<file path="config.mk">
export PLATFORM = sky130hd
export DESIGN_NAME = sam6883_gen_flat
export DESIGN_NICKNAME = d
export VERILOG_FILES = /design/src/rtl/sam6883_gen_if.sv /design/src/rtl/sam6883_gen.sv /design/src/flat_wrapper.sv
export SDC_FILE = /design/constraint.sdc
export NUM_CORES = 1
export LEC_CHECK = 0
export CAP_MARGIN = 20
export CORE_MARGIN = 2
export CORE_UTILIZATION = 54
export CTS_CLUSTER_DIAMETER = 150
export DETAILED_ROUTE_END_ITERATION = 7
export HOLD_SLACK_MARGIN = 0.02
export MAX_ROUTING_LAYER = met4
export PLACE_DENSITY = 0.79
export SLEW_MARGIN = 5
export SYNTH_ARGS = -nofsm -noshare
export SYNTH_HDL_FRONTEND = slang
export SYNTH_SLANG_ARGS = --single-unit
</file>
<file path="constraint.sdc">
create_clock -name clk -period 4.5 [get_ports clk]
set_input_delay 1.125 -clock clk [delete_from_list [all_inputs] [get_ports clk]]
set_output_delay 1.125 -clock clk [all_outputs]
set_load 0.02 [all_outputs]
</file>
<file path="src/rtl/sam6883_gen_if.sv">
// SAM bus bundle: CPU address/strobe inputs, VDG sync/fetch inputs, and the clock,
// select, RAM-address and control-register outputs of the MC6883 replacement.
interface sam6883_gen_if #(
  parameter int ADDR_W = 16
);
  logic [15:0]       cpu_addr;
  logic              cpu_rw;
  logic              da0;
  logic              hs_n;
  logic              fs_n;
  logic              e;
  logic              q;
  logic [2:0]        s;
  logic [ADDR_W-1:0] z;
  logic [ADDR_W-1:0] vaddr;
  logic              vclk_ena;
  logic [15:0]       sam_reg;

  modport master (
    output cpu_addr, cpu_rw, da0, hs_n, fs_n,
    input  e, q, s, z, vaddr, vclk_ena, sam_reg
  );

  modport slave (
    input  cpu_addr, cpu_rw, da0, hs_n, fs_n,
    output e, q, s, z, vaddr, vclk_ena, sam_reg
  );
endinterface

</file>
<file path="src/rtl/sam6883_gen.sv">
// MC6883 SAM replacement: E/Q generation with slow/fast rate, 74138 select decode,
// CPU/video RAM address mux, VDG address generator and the FFC0-FFDF control register.
module sam6883_gen #(
  parameter int          CLK_DIV  = 16,
  parameter int          ADDR_W   = 16,
  parameter logic [15:0] REG_INIT = '0
) (
  input logic           clk,
  input logic           reset,
  sam6883_gen_if.slave  bus
);
  localparam int unsigned PH_W = $clog2(CLK_DIV);
  localparam int unsigned NS   = CLK_DIV;
  localparam int unsigned NF   = CLK_DIV / 2;
  localparam logic [ADDR_W-1:0] F_INIT = ADDR_W'({REG_INIT[9:3], 9'b0});

  typedef enum logic {RATE_SLOW, RATE_FAST} rate_t;

  rate_t             rate, rate_nxt;
  logic [PH_W-1:0]   ph, ph_last, ph_q0, ph_q1, ph_e0;
  logic              wrap, e_i, q_i;
  logic [15:0]       lat_addr;
  logic              lat_rw;
  logic [2:0]        s_r;
  logic [ADDR_W-1:0] zc_r;
  logic [15:0]       sam_reg;

  logic [2:0]        da0_sy, hs_sy, fs_sy;
  logic              da0_rise, hs_fall, fs_fall;
  logic [ADDR_W-1:0] vaddr, row_start;
  logic              xcnt, xlast;
  logic [3:0]        ycnt, ylast;
  logic [2:0]        v_act;
  logic              vclk;

  function automatic logic [ADDR_W-1:0] mem_mask(input logic [1:0] m);
    if (m == 2'b00) return ADDR_W'(12'hFFF);
    if (m == 2'b01) return ADDR_W'(14'h3FFF);
    return '1;
  endfunction

  function automatic logic [2:0] dec_s(input logic [15:0] a, input logic ty);
    if (a >= 16'hFFF0) return 3'd2;
    if (a >= 16'hFF60) return 3'd7;
    if (a >= 16'hFF40) return 3'd6;
    if (a >= 16'hFF20) return 3'd5;
    if (a >= 16'hFF00) return 3'd4;
    if (ty)            return 3'd0;
    if (a >= 16'hC000) return 3'd3;
    if (a >= 16'hA000) return 3'd2;
    if (a >= 16'h8000) return 3'd1;
    return 3'd0;
  endfunction

  // Vector fetches map to BFF0-BFFF regardless of the memory-size mask.
  function automatic logic [ADDR_W-1:0] cpu_z(input logic [15:0] a, input logic ty,
                                              input logic p, input logic [1:0] m);
    logic [15:0] t;
    t = a;
    if (a >= 16'hFFF0) return ADDR_W'({12'hBFF, a[3:0]});
    if (!ty && !a[15]) t[15] = p;
    return ADDR_W'(t) & mem_mask(m);
  endfunction

  always_comb begin
    if (rate == RATE_FAST) begin
      ph_last = PH_W'(NF - 1);
      ph_q0   = PH_W'(NF / 4);
      ph_q1   = PH_W'(3 * NF / 4);
      ph_e0   = PH_W'(NF / 2);
    end else begin
      ph_last = PH_W'(NS - 1);
      ph_q0   = PH_W'(NS / 4);
      ph_q1   = PH_W'(3 * NS / 4);
      ph_e0   = PH_W'(NS / 2);
    end
  end

  assign wrap = (ph == ph_last);
  assign e_i  = (ph >= ph_e0);
  assign q_i  = (ph >= ph_q0) && (ph < ph_q1);

  // Rate is chosen only at the wrap, from the register as it stood before any write landing there.
  always_comb begin
    rate_nxt = rate;
    if (wrap) begin
      if (sam_reg[12])
        rate_nxt = RATE_FAST;
      else if (sam_reg[11] && bus.cpu_addr >= 16'h8000 && bus.cpu_addr <= 16'hFEFF)
        rate_nxt = RATE_FAST;
      else
        rate_nxt = RATE_SLOW;
    end
  end

  always_ff @(posedge clk or posedge reset) begin
    if (reset) rate <= RATE_SLOW;
    else       rate <= rate_nxt;
  end

  always_ff @(posedge clk or posedge reset) begin
    if (reset) begin
      ph       <= '0;
      lat_addr <= '0;
      lat_rw   <= 1'b1;
      s_r      <= 3'd7;
      zc_r     <= '0;
      sam_reg  <= REG_INIT;
    end else begin
      ph <= wrap ? '0 : ph + 1'b1;
      if (ph == ph_q0) begin
        lat_addr <= bus.cpu_addr;
        lat_rw   <= bus.cpu_rw;
        s_r      <= dec_s(bus.cpu_addr, sam_reg[15]);
        zc_r     <= cpu_z(bus.cpu_addr, sam_reg[15], sam_reg[10], sam_reg[14:13]);
      end
      if (wrap && !lat_rw && lat_addr[15:5] == 11'h7FE)
        sam_reg[lat_addr[4:1]] <= lat_addr[0];
    end
  end

  always_ff @(posedge clk or posedge reset) begin
    if (reset) begin
      da0_sy <= '0;
      hs_sy  <= '1;
      fs_sy  <= '1;
    end else begin
      da0_sy <= {da0_sy[1:0], bus.da0};
      hs_sy  <= {hs_sy[1:0], bus.hs_n};
      fs_sy  <= {fs_sy[1:0], bus.fs_n};
    end
  end

  assign da0_rise = da0_sy[1] & ~da0_sy[2];
  assign hs_fall  = ~hs_sy[1] & hs_sy[2];
  assign fs_fall  = ~fs_sy[1] & fs_sy[2];

  always_comb begin
    xlast = (v_act == 3'b001) || (v_act == 3'b011);
    case (v_act)
      3'b000:  ylast = 4'd11;
      3'b001:  ylast = 4'd2;
      3'b010:  ylast = 4'd2;
      3'b011:  ylast = 4'd1;
      3'b100:  ylast = 4'd1;
      default: ylast = 4'd0;
    endcase
  end

  // Priority fs > hs > da0 drops coincident lower-priority events.
  always_ff @(posedge clk or posedge reset) begin
    if (reset) begin
      vaddr     <= F_INIT;
      row_start <= F_INIT;
      xcnt      <= 1'b0;
      ycnt      <= '0;
      v_act     <= REG_INIT[2:0];
      vclk      <= 1'b0;
    end else begin
      vclk <= 1'b0;
      if (fs_fall) begin
        vaddr     <= ADDR_W'({sam_reg[9:3], 9'b0});
        row_start <= ADDR_W'({sam_reg[9:3], 9'b0});
        xcnt      <= 1'b0;
        ycnt      <= '0;
        v_act     <= sam_reg[2:0];
      end else if (hs_fall && v_act != 3'b111) begin
        xcnt <= 1'b0;
        if (ycnt == ylast) begin
          ycnt      <= '0;
          row_start <= vaddr;
        end else begin
          ycnt  <= ycnt + 1'b1;
          vaddr <= row_start;
        end
      end else if (da0_rise) begin
        if (xcnt == xlast) begin
          xcnt  <= 1'b0;
          vaddr <= vaddr + 1'b1;
          vclk  <= 1'b1;
        end else begin
          xcnt <= xcnt + 1'b1;
        end
      end
    end
  end

  assign bus.e        = e_i;
  assign bus.q        = q_i;
  assign bus.s        = s_r;
  assign bus.z        = e_i ? zc_r : (vaddr & mem_mask(sam_reg[14:13]));
  assign bus.vaddr    = vaddr;
  assign bus.vclk_ena = vclk;
  assign bus.sam_reg  = sam_reg;
endmodule

</file>
<file path="src/flat_wrapper.sv">
// flat-port wrapper written by rule: the top's interface ports become plain ports
module sam6883_gen_flat 
#(
  parameter int          CLK_DIV  = 16,
  parameter int          ADDR_W   = 16,
  parameter logic [15:0] REG_INIT = '0
)
  (clk, reset, bus_cpu_addr, bus_cpu_rw, bus_da0, bus_hs_n, bus_fs_n, bus_e, bus_q, bus_s, bus_z, bus_vaddr, bus_vclk_ena, bus_sam_reg);
  sam6883_gen_if #(.ADDR_W(ADDR_W)) bus_i ();
  input logic clk;
  input logic reset;
  input wire logic [$bits(bus_i.cpu_addr)-1:0] bus_cpu_addr;
  input wire logic [$bits(bus_i.cpu_rw)-1:0] bus_cpu_rw;
  input wire logic [$bits(bus_i.da0)-1:0] bus_da0;
  input wire logic [$bits(bus_i.hs_n)-1:0] bus_hs_n;
  input wire logic [$bits(bus_i.fs_n)-1:0] bus_fs_n;
  output wire logic [$bits(bus_i.e)-1:0] bus_e;
  output wire logic [$bits(bus_i.q)-1:0] bus_q;
  output wire logic [$bits(bus_i.s)-1:0] bus_s;
  output wire logic [$bits(bus_i.z)-1:0] bus_z;
  output wire logic [$bits(bus_i.vaddr)-1:0] bus_vaddr;
  output wire logic [$bits(bus_i.vclk_ena)-1:0] bus_vclk_ena;
  output wire logic [$bits(bus_i.sam_reg)-1:0] bus_sam_reg;
  assign bus_i.cpu_addr = bus_cpu_addr;
  assign bus_i.cpu_rw = bus_cpu_rw;
  assign bus_i.da0 = bus_da0;
  assign bus_i.hs_n = bus_hs_n;
  assign bus_i.fs_n = bus_fs_n;
  assign bus_e = bus_i.e;
  assign bus_q = bus_i.q;
  assign bus_s = bus_i.s;
  assign bus_z = bus_i.z;
  assign bus_vaddr = bus_i.vaddr;
  assign bus_vclk_ena = bus_i.vclk_ena;
  assign bus_sam_reg = bus_i.sam_reg;
  sam6883_gen #(.CLK_DIV(CLK_DIV), .ADDR_W(ADDR_W), .REG_INIT(REG_INIT)) u_core (.clk(clk), .reset(reset), .bus(bus_i));
endmodule
</file>
* Word-level counts from Yosys, hierarchy flattened
Index checks and enable logic that the tools add are counted.
Word-level totals: flip-flop bits (word level) 107, bits of input ports 22, output and inout port bits 54, logic and storage cells 205
Operators by class: add/sub/neg operators 4, magnitude comparators 14, eq/ne operators 11, muxes and demuxes 132, bitwise gates (word level) 8, reduce and logical (&&, ||, !) cells 20
Operator list (number):
- 16-bit two-way mux | 18
- 16-bit greater-or-equal comparator (second input constant) | 8
- 3-bit two-way mux | 28
- 1-bit two-way mux | 76
- 16-bit bitwise AND | 2
- 4-bit two-way mux | 7
- 16-bit by 1-bit adder with 16-bit output (second input constant) | 1
- 16-bit bitwise mux | 1
- 16-bit <= comparator (second input constant) | 1
- 4-bit case mux with 3 select lines | 1
- 11-bit equality test (second input constant) | 1
- 4-bit by 1-bit adder with 4-bit output (second input constant) | 2
- 4-bit equality test | 2
- 1-bit logical AND | 8
- 3-bit by 2-bit equality test with 1-bit output (second input constant) | 2
- 3-bit nonzero test | 2
- 4-bit by 5-bit less-than comparator with 1-bit output (second input constant) | 1
- 1-bit demux with 4-bit select | 1
- 4-bit by 3-bit equality test with 1-bit output | 1
- 4-bit by 1-bit greater-or-equal comparator with 1-bit output (second input constant) | 1
- 4-bit by 3-bit greater-or-equal comparator with 1-bit output | 1
- 4-bit greater-or-equal comparator | 1
- 4-bit less-than comparator | 1
- 2-bit OR reduction | 2
- other kinds (14) | 20

* Longest topological paths before layout
Gate-level depths: netlist of run 1.
depth after elaboration 56, depth in mapped cells 9, gate-level depth less buffers 8

* Least setup slack after synthesis of run 1
No wires, ideal clock.
path kind flip-flop to output port, start point register u_core.ph[2], end point output port bus_z[12], arrival time 1944 ps, required time 3375 ps, setup slack 1431 ps, stages on the path, launching flop included 9, buffers on the path 1, path through dfrtp_1 > inv_1 > ha_1 > nand2_1 > nand2_1 > a21oi_1 > inv_1 > clkbuf_1 > o21ai_0
Between the ends: word-level cells in the longest chain between the ends 2
Ends and longest elaborated chain:
- from (decl) | line sam6883_gen.sv:20 | logic [PH_W-1:0] ph, ph_last, ph_q0, ph_q1, ph_e0;
- from (signal assigned) | line sam6883_gen.sv:110 | ph <= wrap ? '0 : ph + 1'b1;
- 4-bit greater-or-equal comparator | line sam6883_gen.sv:80 | assign e_i = (ph >= ph_e0);
- 16-bit two-way mux | line sam6883_gen.sv:191 | assign bus.z = e_i ? zc_r : (vaddr & mem_mask(sam_reg[14:13]));
- to (decl) | line flat_wrapper.sv:20 | output wire logic [$bits(bus_i.z)-1:0] bus_z;
Every way passes these cells.

* Worst setup path in the final report of run 1
start point register u_core.ph[2], end point output port bus_z[5]
Same word-level chain as after synthesis.

==> load_flow_metrics.sql, run 1 <==
INSERT INTO impl_metrics (metric_group, metric, value, unit) VALUES
('run_status', 'status', 'completed', ''),
('cts', 'tritoncts', 'done', ''),
('yosys', 'number_of_synthesized_register_bits', '103', ''),
('timing', 'hold_violations', '0', ''),
('flow_run', 'max_cap_violations', '0', ''),
('min_path', 'worst_hold_path_type', 'reg2reg', ''),
('route', 'dr_total_vias', '4333', ''),
('floorplan', 'die-width', '101', 'µm'),
('final_layout', 'num-nets-final', '653', ''),
('yosys', 'yosysSeqAreaShare', '51.2', '%'),
('timing', 'worst_pin_slew', '0.844', 'ns'),
('floorplan', 'design.die.area', '0.0102', 'mm²'),
('yosys', 'post-synth-top-area-fraction', '46.0', '%'),
('yosys', 'syn-mean-instance-area', '9.04', 'µm²'),
('timing', 'maxSlewHeadroom', '43.7', '%'),
('timing', 'fin_tns_setup', '0', 'ns'),
('route', 'first_iter_violations', '214', ''),
('yosys', 'main_flop_type_after_synthesis', 'sky130_fd_sc_hd__dfrtp_1', ''),
('power_and_ir_drop', 'power.ir.vdd_worst', '0.154', 'mV'),
('global_routing', 'track_usage', '27.6', '%'),
('yosys', 'synth.cell_area', '0.00505', 'mm²'),
('floorplan', 'boundaryPins', '76', ''),
('final_layout', 'final_cells', '739', ''),
('global_routing', 'grt_pass1_wl', '21300', 'µm'),
('final_layout', 'post_route_cells_drive_above_1_share', '9.55', '%'),
('yosys', 'post-synth-top-area-cell', 'sky130_fd_sc_hd__dfrtp_1', ''),
('timing', 'timing.final.setup_violations', '0', ''),
('floorplan', 'rows', '35', ''),
('cts', 'clock_latency_on_the_worst_skew_pair', '0.38', 'ns'),
('yosys', 'synth-warning-count', '0', ''),
('cts', 'post_cts_hold_buffer_count', '0', ''),
('cts', 'cts_sinks', '103', ''),
('cts', 'clk_pin_slew_worst_paths', '0.11', 'ns'),
('timing', 'peak_clock_frequency_supported_by_timing', '0.252', 'GHz'),
('global_routing', 'first_global_vias', '4247', ''),
('route', 'met2_wire_length', '6220', 'µm'),
('placement', 'routability_congestion_estimate_from_global_placement', '0.911', ''),
('yosys', 'synth_cells', '559', ''),
('cts', 'clockRootBuffer', 'sky130_fd_sc_hd__clkbuf_8', ''),
('global_routing', 'grt_remaining_overflow', '0', ''),
('setup_path', 'timing.critical_path.to_type', 'primary output', ''),
('power_and_ir_drop', 'totalPowerFinal', '1830', 'µW'),
('power_and_ir_drop', 'power_density', '301', 'mW/mm²'),
('cts', 'postCtsSetupRepairBufs', '0', ''),
('yosys', 'netlist-cell-type-count', '59', ''),
('cts', 'cts_resized', '0', ''),
('cts', 'cts_htree_levels', '3', ''),
('setup_path', 'critPathRequiredTime', '3.38', 'ns'),
('cts', 'clock_tree.buffer_depth', '2', ''),
('global_routing', 'antenna_violations_before_repair', '0', ''),
('route', 'viasPerCell', '5.86', ''),
('placement', 'port-buffer-count', '75', ''),
('setup_path', 'start_kind', 'register', ''),
('power_and_ir_drop', 'static-leakage-power', '0.00275', 'µW'),
('timing', 'fin_crit_sh', '88.1', '%'),
('setup_path', 'path_class', 'reg2out', ''),
('route', 'route.layer.met1.wl', '5360', 'µm'),
('global_routing', 'maximum_number_of_pins_on_one_net_before_global_route_repair', '59', ''),
('final_layout', 'fillerInstances', '738', ''),
('yosys', 'number_of_enable_type_register_cells_in_the_synthesized_netlist', '0', ''),
('route', 'route.met3.wl', '684', 'µm'),
('setup_path', 'worstPathMaxFanout', '20', ''),
('final_layout', 'num_antenna_cells', '0', ''),
('route', 'ant_nets', '0', ''),
('placement', 'hpwlAfterDp', '9050', 'µm'),
('setup_path', 'cp.arrival', '2.84', 'ns'),
('timing', 'finalClockSkew', '0.00989', 'ns'),
('yosys', 'synthesis.nets', '589', ''),
('yosys', 'ys_async_sr_fraction', '100', '%'),
('timing', 'final-max-slew-violation-count', '0', ''),
('floorplan', 'initial_core_util', '55.2', '%'),
('floorplan', 'core-area', '0.00915', 'mm²'),
('placement', 'dp.cells', '723', ''),
('timing', 'rsz_0062_raised_after_global_routing', 'false', ''),
('route', 'drt_drc_violations_left', '0', ''),
('cts', 'cts-buffers-inserted', '9', ''),
('yosys', 'yosys-top-cells-area', 'sky130_fd_sc_hd__dfrtp_1 46%, sky130_fd_sc_hd__nand2_1 14%, sky130_fd_sc_hd__dfstp_2 5.2%', ''),
('final_layout', 'area_growth', '20.2', '%'),
('route', 'routed.top_layer', 'met4', ''),
('route', 'routed_wl', '12600', 'µm'),
('route', 'detail_route.wl_per_cell', '17.1', 'µm'),
('timing', 'time_the_worst_path_needs_with_i_o_delays_and_setup', '3.96', 'ns'),
('route', 'detailedRoute.firstPassIterationCount', '5', ''),
('floorplan', 'chipHeight', '101', 'µm');
-- power by group --
group / total, µW / switching, µW / internal (µW)
logic: 197 / 110 / 87.1
clock network: 620 / 352 / 269
registers: 1010 / 52.0 / 961
-- cell usage in the layout (no fill, tap or decap), types with 4 or more instances in the layout --
cell	n
sky130_fd_sc_hd__inv_1	8
sky130_fd_sc_hd__nand2_1	185
sky130_fd_sc_hd__clkdlybuf4s50_1	75
sky130_fd_sc_hd__nor2_1	35
sky130_fd_sc_hd__ha_1	8
sky130_fd_sc_hd__a21oi_1	30
sky130_fd_sc_hd__a31oi_1	6
sky130_fd_sc_hd__nor3_1	8
sky130_fd_sc_hd__clkbuf_8	9
sky130_fd_sc_hd__dfrtp_1	93
sky130_fd_sc_hd__xnor2_1	5
sky130_fd_sc_hd__mux2i_1	7
sky130_fd_sc_hd__nand3_1	15
sky130_fd_sc_hd__mux2_2	16
sky130_fd_sc_hd__nor2b_1	4
sky130_fd_sc_hd__nand4_1	9
sky130_fd_sc_hd__o21ai_0	20
sky130_fd_sc_hd__nor4_1	4
sky130_fd_sc_hd__dfstp_2	10
sky130_fd_sc_hd__buf_4	5
sky130_fd_sc_hd__and2_1	4
-- final timing paths --
path	slack [ns]	end	from	cells after the start
setup / recovery	0.54	bus_z[5]	u_core.ph[2]$_DFF_PP0_	8
hold / removal	0.36	u_core.fs_sy[1]$_DFF_PP1_	u_core.fs_sy[0]$_DFF_PP1_	0
setup reg to reg	1.80	u_core.bus.vaddr[4]$_DFFE_PP0P_	u_core.v_act[0]$_DFFE_PP0P_	6
hold reg to reg	0.36	u_core.fs_sy[1]$_DFF_PP1_	u_core.fs_sy[0]$_DFF_PP1_	0
max in group asynchronous	2.50	u_core.zc_r[1]$_DFFE_PP0N_	reset	3
min in group asynchronous	1.20	u_core.ph[2]$_DFF_PP0_	reset	2
-- routing by layer --
| layer | track usage [%] | vias to the layer above |
|---|---|---|
| met5 | - | - |
| met4 | 8.54 | 0 |
| li1 | - | 2037 |
| met2 | 44.5 | 163 |
| met1 | 35.6 | 2101 |
| met3 | 5.41 | 32 |
-- final cells by class --
type,count,area (µm²),share of cell area [%]
flip-flops and latches,103,2590,42.6
clock inverters,7,88.8,1.46
repair buffers,80,788,13.0
clock buffers,9,124,2.04
multi-input cells,420,2310,38.0
well taps,111,139,2.29
inverters,9,36.3,0.597
-- worst max-delay path, stage by stage, from the launching register on --
cell and delay, ns:
sky130_fd_sc_hd__dfrtp_1 0.49, sky130_fd_sc_hd__inv_1 0.07, sky130_fd_sc_hd__ha_1 0.35, sky130_fd_sc_hd__nand2_1 0.08
sky130_fd_sc_hd__nand2_1 0.05, sky130_fd_sc_hd__a21oi_1 0.22, sky130_fd_sc_hd__inv_1 0.31, sky130_fd_sc_hd__o21ai_0 0.25
sky130_fd_sc_hd__clkdlybuf4s50_1 0.63
-- cells by family after synthesis --
| kind of cell | after synthesis | share of synthesized area, % |
|---|---|---|
| buffers and inverters | 36 | 3.22 |
| xor gates and xnor gates | 8 | 1.39 |
| muxes | 23 | 4.95 |
| AOI/OAI and AO/OA | 90 | 11.9 |
| adders and majority gates | 8 | 1.98 |
| and+or+nand+nor | 291 | 25.3 |
| DFF | 103 | 51.2 |
-- cells in the mapped netlist, types with 3 or more instances --
| master | count |
|---|---|
| sky130_fd_sc_hd__clkbuf_1 | 21 |
| sky130_fd_sc_hd__xor2_1 | 3 |
| sky130_fd_sc_hd__dfrtp_1 | 93 |
| sky130_fd_sc_hd__nand3_1 | 15 |
| sky130_fd_sc_hd__nand3b_1 | 3 |
| sky130_fd_sc_hd__a31oi_1 | 6 |
| sky130_fd_sc_hd__inv_1 | 9 |
| sky130_fd_sc_hd__nand4_1 | 9 |
| sky130_fd_sc_hd__xnor2_1 | 5 |
| sky130_fd_sc_hd__buf_6 | 3 |
| sky130_fd_sc_hd__mux2i_1 | 7 |
| sky130_fd_sc_hd__dfstp_2 | 10 |
| sky130_fd_sc_hd__nor3_1 | 8 |
| sky130_fd_sc_hd__nor2_1 | 35 |
| sky130_fd_sc_hd__a21oi_1 | 30 |
| sky130_fd_sc_hd__nand2_1 | 185 |
| sky130_fd_sc_hd__and2_1 | 4 |
| sky130_fd_sc_hd__and2b_1 | 3 |
| sky130_fd_sc_hd__mux2_2 | 16 |
| sky130_fd_sc_hd__nor4_1 | 4 |
| sky130_fd_sc_hd__nor2b_1 | 5 |
| sky130_fd_sc_hd__or2_2 | 3 |
| sky130_fd_sc_hd__ha_1 | 8 |
| sky130_fd_sc_hd__a2bb2oi_1 | 3 |
| sky130_fd_sc_hd__nand2b_1 | 3 |
| sky130_fd_sc_hd__o21ai_0 | 20 |
| sky130_fd_sc_hd__o211ai_1 | 3 |
| sky130_fd_sc_hd__o22a_1 | 3 |
-- metrics by stage --
step	setup slack, ns	hold slack [ns]	utilization (%)	instance area, µm²
after floorplan	0.688	0.331	-	5050
after detailed placement	0.942	0.347	64.1	5860
final	0.535	0.362	66.4	6080
after CTS	0.528	0.365	66.4	6080
after global placement	1.03	0.335	64.1	5860
after global routing	0.258	0.367	66.4	6080
(Power assumes the default switching activity.)
==> run 2, diff against run 1 <==
--- a/config.mk
+++ b/config.mk
@@ -5,14 +5,16 @@
 export SDC_FILE = /design/constraint.sdc
 export NUM_CORES = 1
 export LEC_CHECK = 0
+export ABC_AREA = 1
 export CAP_MARGIN = 20
 export CORE_MARGIN = 2
-export CORE_UTILIZATION = 54
+export CORE_UTILIZATION = 55
 export CTS_CLUSTER_DIAMETER = 150
 export DETAILED_ROUTE_END_ITERATION = 7
 export HOLD_SLACK_MARGIN = 0.02
 export MAX_ROUTING_LAYER = met4
 export PLACE_DENSITY = 0.79
+export SKIP_CTS_REPAIR_TIMING = 1
 export SLEW_MARGIN = 5
 export SYNTH_ARGS = -nofsm -noshare
 export SYNTH_HDL_FRONTEND = slang
==> load_flow_metrics.sql, run 2 <==
INSERT INTO impl_metrics (metric_group, metric, value, unit) VALUES
('setup_path', 'timing.critical_path.to_type', 'primary output', ''),
('floorplan', 'boundaryPins', '76', ''),
('timing', 'setup_ws', '0.577', 'ns'),
('timing', 'final-max-slew-violation-count', '0', ''),
('global_routing', 'grt_pass1_wl', '24000', 'µm'),
('floorplan', 'initial_core_util', '56.5', '%'),
('power_and_ir_drop', 'power.ir.vdd_worst', '0.162', 'mV'),
('timing', 'rsz_0062_raised_after_global_routing', 'false', ''),
('cts', 'cts-buffers-inserted', '9', ''),
('placement', 'hpwlAfterDp', '10200', 'µm'),
('timing', 'finalClockSkew', '0.00882', 'ns'),
('cts', 'clock_latency_on_the_worst_skew_pair', '0.38', 'ns'),
('setup_path', 'crit_buf_inv', '4', ''),
('cts', 'clk_pin_slew_worst_paths', '0.09', 'ns'),
('global_routing', 'grt_remaining_overflow', '0', ''),
('power_and_ir_drop', 'power_density', '307', 'mW/mm²'),
('yosys', 'post-synth-top-area-cell', 'sky130_fd_sc_hd__dfrtp_1', ''),
('timing', 'peak_clock_frequency_supported_by_timing', '0.255', 'GHz'),
('route', 'routed_wl', '14300', 'µm'),
('yosys', 'synth_cells', '729', ''),
('timing', 'hold_violations', '0', ''),
('timing', 'time_the_worst_path_needs_with_i_o_delays_and_setup', '3.92', 'ns'),
('yosys', 'synth_simple_gate_area_share', '35.0', '%'),
('yosys', 'main_combinational_cell_family_by_area_after_synthesis', 'simple AND/OR/NAND/NOR gates', ''),
('yosys', 'number_of_synthesized_register_bits', '103', ''),
('yosys', 'synthesis.nets', '759', ''),
('setup_path', 'critical_path.slowest_cell', 'sky130_fd_sc_hd__clkdlybuf4s50_1', ''),
('route', 'dr_total_vias', '5162', ''),
('yosys', 'synth-warning-count', '0', ''),
('setup_path', 'crit_family', 'buffers and inverters', ''),
('cts', 'cts_htree_levels', '3', ''),
('cts', 'clockRootBuffer', 'sky130_fd_sc_hd__clkbuf_8', ''),
('final_layout', 'mostFrequentLayoutCells', '244 x sky130_fd_sc_hd__nand2_1, 93 x sky130_fd_sc_hd__dfrtp_1, 85 x sky130_fd_sc_hd__inv_1, 75 x sky130_fd_sc_hd__clkdlybuf4s50_1, 70 x sky130_fd_sc_hd__nand3_1', ''),
('yosys', 'yosys.cell_count.top_type', 'sky130_fd_sc_hd__nand2_1', ''),
('yosys', 'synth_mux_area_share', '0', '%'),
('timing', 'fin_crit_sh', '87.2', '%'),
('global_routing', 'antenna_violations_before_repair', '0', ''),
('global_routing', 'first_global_vias', '5032', ''),
('yosys', 'synth_compound_area_share', '7.59', '%'),
('floorplan', 'rows', '36', ''),
('setup_path', 'path_class', 'reg2out', ''),
('min_path', 'worst_hold_path_type', 'reg2reg', ''),
('final_layout', 'area_growth', '19.5', '%'),
('final_layout', 'commonest_non_fill_non_tap_cell_in_the_layout', 'sky130_fd_sc_hd__nand2_1', ''),
('yosys', 'synth.cells.most_frequent', '244 x sky130_fd_sc_hd__nand2_1, 93 x sky130_fd_sc_hd__dfrtp_1, 86 x sky130_fd_sc_hd__inv_1', ''),
('route', 'detail_route.wl_per_cell', '15.2', 'µm'),
('power_and_ir_drop', 'static-leakage-power', '0.00323', 'µW'),
('setup_path', 'path_cells', 'inv_1, ha_1, nand4_1, nand2_1, buf_4, inv_1, nand3_1, o21ai_0, clkdlybuf4s50_1', ''),
('placement', 'port-buffer-count', '75', ''),
('setup_path', 'critPathMostFrequentCell', 'sky130_fd_sc_hd__inv_1', ''),
('route', 'viasPerCell', '5.50', ''),
('placement', 'dp.cells', '922', ''),
('final_layout', 'post_route_cells_drive_above_1_share', '10.3', '%'),
('yosys', 'ys_async_sr_fraction', '100', '%'),
('yosys', 'main_flop_type_after_synthesis', 'sky130_fd_sc_hd__dfrtp_1', ''),
('route', 'drt_drc_violations_left', '0', ''),
('placement', 'post-place-ws', '1.02', 'ns'),
('setup_path', 'max_stage_delay', '0.63', 'ns'),
('final_layout', 'final_cells', '938', ''),
('setup_path', 'start_kind', 'register', ''),
('floorplan', 'die-width', '104', 'µm'),
('global_routing', 'maximum_number_of_pins_on_one_net_before_global_route_repair', '50', ''),
('floorplan', 'chipHeight', '104', 'µm'),
('timing', 'worst_pin_slew', '0.963', 'ns'),
('yosys', 'yosys-top-cells-area', 'sky130_fd_sc_hd__dfrtp_1 42%, sky130_fd_sc_hd__nand2_1 17%, sky130_fd_sc_hd__nand3_1 6.3%', ''),
('route', 'detailedRoute.firstPassIterationCount', '5', ''),
('placement', 'routability_congestion_estimate_from_global_placement', '0.913', ''),
('yosys', 'yosys.area_share.xor_xnor', '0.317', '%'),
('setup_path', 'worstPathMaxFanout', '23', ''),
('yosys', 'area_share_of_fa_ha_maj_cells_after_synthesis', '1.81', '%'),
('timing', 'timing.final.setup_violations', '0', ''),
('setup_path', 'critPathRequiredTime', '3.38', 'ns'),
('cts', 'tritoncts', 'done', ''),
('yosys', 'netlist-cell-type-count', '37', ''),
('floorplan', 'core-area', '0.00977', 'mm²'),
('timing', 'fin_tns_setup', '0', 'ns'),
('cts', 'cts_sinks', '103', ''),
('setup_path', 'cp.arrival', '2.80', 'ns'),
('final_layout', 'num-nets-final', '830', ''),
('final_layout', 'num_antenna_cells', '0', ''),
('run_status', 'status', 'completed', ''),
('cts', 'clock_tree.buffer_depth', '2', ''),
('flow_run', 'max_cap_violations', '0', ''),
('timing', 'maxSlewHeadroom', '35.8', '%'),
('route', 'first_iter_violations', '273', ''),
('floorplan', 'design.die.area', '0.0109', 'mm²'),
('global_routing', 'track_usage', '28.3', '%'),
('yosys', 'post-synth-top-area-fraction', '42.2', '%'),
('yosys', 'syn-mean-instance-area', '7.57', 'µm²'),
('route', 'ant_nets', '0', ''),
('yosys', 'number_of_enable_type_register_cells_in_the_synthesized_netlist', '0', ''),
('yosys', 'yosysSeqAreaShare', '46.9', '%'),
('yosys', 'synth.cell_area', '0.00552', 'mm²');
[run 2: layout make-up]
type                            count  area, µm²
Clock inverter                      4       52.6
Multi-Input combinational cell    515       2470
Fill cell                         817       3180
Inverter                           91        357
Clock buffer                       12        165
Sequential cell                   103       2590
Timing Repair Buffer               80        788
Tap cell                          133        166
[run 2: report_power, final]
| group | internal (µW) | switching, µW | total (µW) |
|---|---|---|---|
| Combinational | 134 | 214 | 348 |
| Sequential | 981 | 70.1 | 1050 |
| Clock | 304 | 320 | 624 |
[run 2: per-stage QoR]
stage	utilization (%)	instance area (µm²)	power, µW	hold slack (ns)
finish	67.4	6590	2020	0.357
global route	67.4	6590	2110	0.369
CTS	67.4	6590	2030	0.361
detailed placement	65.2	6370	1410	0.340
global placement	65.2	6370	1400	0.332
floorplan	-	5520	1260	0.331
[run 2: per-layer routing]
metal | track usage (%) | share of wire [%]
met5 | - | 0
met2 | 44.3 | 48
met1 | 35.5 | 41
met4 | 12.7 | 3.0
met3 | 5.95 | 8.0
[run 2: kinds of logic after synthesis]
| logic type | after synthesis |
|---|---|
| xor+xnor | 2 |
| flops | 103 |
| buf+inv | 111 |
| compound gates | 74 |
| fa+ha+maj | 8 |
| simple gates | 431 |
[run 2: path summary, 6_finish.rpt]
check                                            from  slack, ns  cells after the start                           to
max                            u_core.ph[2]$_DFF_PP0_       0.58                      9                    bus_z[13]
min                        u_core.da0_sy[0]$_DFF_PP0_       0.36                      0   u_core.da0_sy[1]$_DFF_PP0_
max reg2reg                    u_core.ph[2]$_DFF_PP0_       1.84                      8  u_core.zc_r[15]$_DFFE_PP0N_
min reg2reg                u_core.da0_sy[0]$_DFF_PP0_       0.36                      0   u_core.da0_sy[1]$_DFF_PP0_
max in group asynchronous                       reset       2.48                      3    u_core.hs_sy[2]$_DFF_PP1_
min in group asynchronous                       reset       1.16                      2       u_core.ph[1]$_DFF_PP0_
==> run 3, diff against run 2 <==
--- a/config.mk
+++ b/config.mk
@@ -7,7 +7,6 @@
 export LEC_CHECK = 0
 export ABC_AREA = 1
 export CAP_MARGIN = 20
-export CORE_MARGIN = 2
 export CORE_UTILIZATION = 55
 export CTS_CLUSTER_DIAMETER = 150
 export DETAILED_ROUTE_END_ITERATION = 7
==> load_flow_metrics.sql, run 3 (same netlist as run 2, synthesis figures left out) <==
INSERT INTO impl_metrics (metric_group, metric, value, unit) VALUES
('run_status', 'status', 'completed', ''),
('setup_path', 'cp.arrival', '2.84', 'ns'),
('floorplan', 'design.die.area', '0.0104', 'mm²'),
('setup_path', 'critical_path.slowest_cell', 'sky130_fd_sc_hd__clkdlybuf4s50_1', ''),
('global_routing', 'grt_pass1_wl', '23700', 'µm'),
('setup_path', 'worst-r2r-cell-count', '8', ''),
('global_routing', 'grt_remaining_overflow', '0', ''),
('placement', 'port-buffer-count', '75', ''),
('setup_path', 'critPathRequiredTime', '3.38', 'ns'),
('placement', 'routability_congestion_estimate_from_global_placement', '0.870', ''),
('floorplan', 'initial_core_util', '56.7', '%'),
('timing', 'fin_crit_sh', '88.1', '%'),
('floorplan', 'chipHeight', '102', 'µm'),
('power_and_ir_drop', 'totalPowerFinal', '1970', 'µW'),
('final_layout', 'num-nets-final', '829', ''),
('power_and_ir_drop', 'relative_contribution_of_combinational_cells_to_total_power', '17.6', '%'),
('setup_path', 'start_kind', 'register', ''),
('power_and_ir_drop', 'share_seq_of_total_power', '53.4', '%'),
('cts', 'clock_latency_on_the_worst_skew_pair', '0.37', 'ns'),
('power_and_ir_drop', 'power.ir.vdd_worst', '0.152', 'mV'),
('timing', 'rsz_0062_raised_after_global_routing', 'false', ''),
('floorplan', 'core-area', '0.00973', 'mm²'),
('timing', 'fin_tns_setup', '0', 'ns'),
('setup_path', 'worstPathMaxFanout', '26', ''),
('placement', 'dp.cells', '921', ''),
('floorplan', 'boundaryPins', '76', ''),
('timing', 'time_the_worst_path_needs_with_i_o_delays_and_setup', '3.96', 'ns'),
('timing', 'finalClockSkew', '0.0122', 'ns'),
('cts', 'cts-buffers-inserted', '9', ''),
('final_layout', 'commonest_non_fill_non_tap_cell_in_the_layout', 'sky130_fd_sc_hd__nand2_1', ''),
('setup_path', 'max_stage_delay', '0.65', 'ns'),
('route', 'viasPerCell', '5.43', ''),
('route', 'dr_total_vias', '5087', ''),
('global_routing', 'antenna_violations_before_repair', '0', ''),
('route', 'drt_drc_violations_left', '0', ''),
('final_layout', 'area_growth', '19.0', '%'),
('cts', 'clockRootBuffer', 'sky130_fd_sc_hd__clkbuf_8', ''),
('final_layout', 'final_cells', '937', ''),
('final_layout', 'num_antenna_cells', '0', ''),
('power_and_ir_drop', 'power_density', '300', 'mW/mm²'),
('final_layout', 'mostFrequentLayoutCells', '244 x sky130_fd_sc_hd__nand2_1, 93 x sky130_fd_sc_hd__dfrtp_1, 85 x sky130_fd_sc_hd__inv_1, 75 x sky130_fd_sc_hd__clkdlybuf4s50_1, 70 x sky130_fd_sc_hd__nand3_1', ''),
('power_and_ir_drop', 'static-leakage-power', '0.00322', 'µW'),
('cts', 'tritoncts', 'done', ''),
('final_layout', 'post_route_cells_drive_above_1_share', '10.2', '%'),
('floorplan', 'die-width', '102', 'µm'),
('cts', 'clk_pin_slew_worst_paths', '0.11', 'ns'),
('global_routing', 'first_global_vias', '4950', ''),
('min_path', 'worst_hold_path_depth', '0', ''),
('timing', 'timing.final.setup_violations', '0', ''),
('timing', 'hold_slack', '0.363', 'ns'),
('cts', 'cts_htree_levels', '3', ''),
('timing', 'peak_clock_frequency_supported_by_timing', '0.252', 'GHz'),
('setup_path', 'timing.critical_path.to_type', 'primary output', ''),
('floorplan', 'rows', '36', ''),
('setup_path', 'path_class', 'reg2out', ''),
('min_path', 'worst_hold_path_type', 'reg2reg', ''),
('power_and_ir_drop', 'power.clock.fraction', '29.0', '%'),
('setup_path', 'path_cells', 'inv_1, ha_1, nand4_1, nand2_1, buf_4, inv_1, o21ai_0, clkdlybuf4s50_1', ''),
('cts', 'cts_sinks', '103', ''),
('flow_run', 'max_cap_violations', '0', ''),
('route', 'routed_wl', '14200', 'µm'),
('power_and_ir_drop', 'swShare', '31.8', '%'),
('power_and_ir_drop', 'power_internal', '1340', 'µW'),
('timing', 'worst_pin_slew', '0.952', 'ns'),
('timing', 'final-max-slew-violation-count', '0', ''),
('route', 'first_iter_violations', '306', ''),
('setup_path', 'critPathMostFrequentCell', 'sky130_fd_sc_hd__inv_1', ''),
('route', 'detailedRoute.firstPassIterationCount', '7', ''),
('global_routing', 'track_usage', '30.5', '%'),
('cts', 'clock_tree.buffer_depth', '2', ''),
('power_and_ir_drop', 'p_sw', '627', 'µW'),
('timing', 'maxSlewHeadroom', '36.5', '%'),
('global_routing', 'maximum_number_of_pins_on_one_net_before_global_route_repair', '63', ''),
('timing', 'hold_violations', '0', ''),
('route', 'detail_route.wl_per_cell', '15.2', 'µm'),
('route', 'ant_nets', '0', ''),
('placement', 'hpwlAfterDp', '10400', 'µm');
[run 3: path summary, 6_finish.rpt]
check                                           from                                 to  slack (ns)
setup / recovery              u_core.ph[2]$_DFF_PP0_                          bus_z[14]        0.54
setup reg to reg              u_core.ph[2]$_DFF_PP0_        u_core.zc_r[15]$_DFFE_PP0N_        1.76
min in group asynchronous                      reset  u_core.bus.sam_reg[0]$_DFFE_PP0P_        1.14
hold reg to reg            u_core.hs_sy[0]$_DFF_PP1_          u_core.hs_sy[1]$_DFF_PP1_        0.36
hold / removal             u_core.hs_sy[0]$_DFF_PP1_          u_core.hs_sy[1]$_DFF_PP1_        0.36
max in group asynchronous                      reset          u_core.fs_sy[2]$_DFF_PP1_        2.61
[run 3: area by class of cell]
class                   instances  area (µm²)
flip-flops and latches        103        2590
clock inverters                 6        52.6
well taps                     133         166
inverters                      91         357
clock buffers                  10         138
multi-input cells             515        2470
fillers                       857        3160
repair buffers                 79         793
[run 3: power groups by stage]
stage	Clock, µW	Sequential, µW	Combinational [µW]
floorplan	0	1070	183
global placement	0	1070	338
detailed placement	0	1070	347
CTS	575	1050	349
global route	617	1060	388
finish	570	1050	348
[run 3: worst max-delay path, delay by kind of cell (launching register included)]
family | cells | cell delay, ns
compound gates | 1 | 0.23
buf+inv | 4 | 1.18
fa+ha+maj | 1 | 0.35
simple gates | 2 | 0.23
flops | 1 | 0.48
[run 3: per-layer routing]
metal  vias up  GRT usage [%]  wire (µm)
li1       2457              -          -
met1      2393           38.3       5780
met2       204           50.0       7090
met3        33           5.13       1010
met4         0           10.5        315
met5         -              -          0
[run 3: stage by stage]
stage          cell area [µm²]  util (%)  setup slack (ns)
2_1_floorplan             5520         -             0.688
3_5_place_dp              6380      65.6              1.00
4_1_cts                   6570      67.5             0.567
6_report                  6570      67.5             0.536
3_3_place_gp              6380      65.6              1.18
5_1_grt                   6570      67.5             0.410
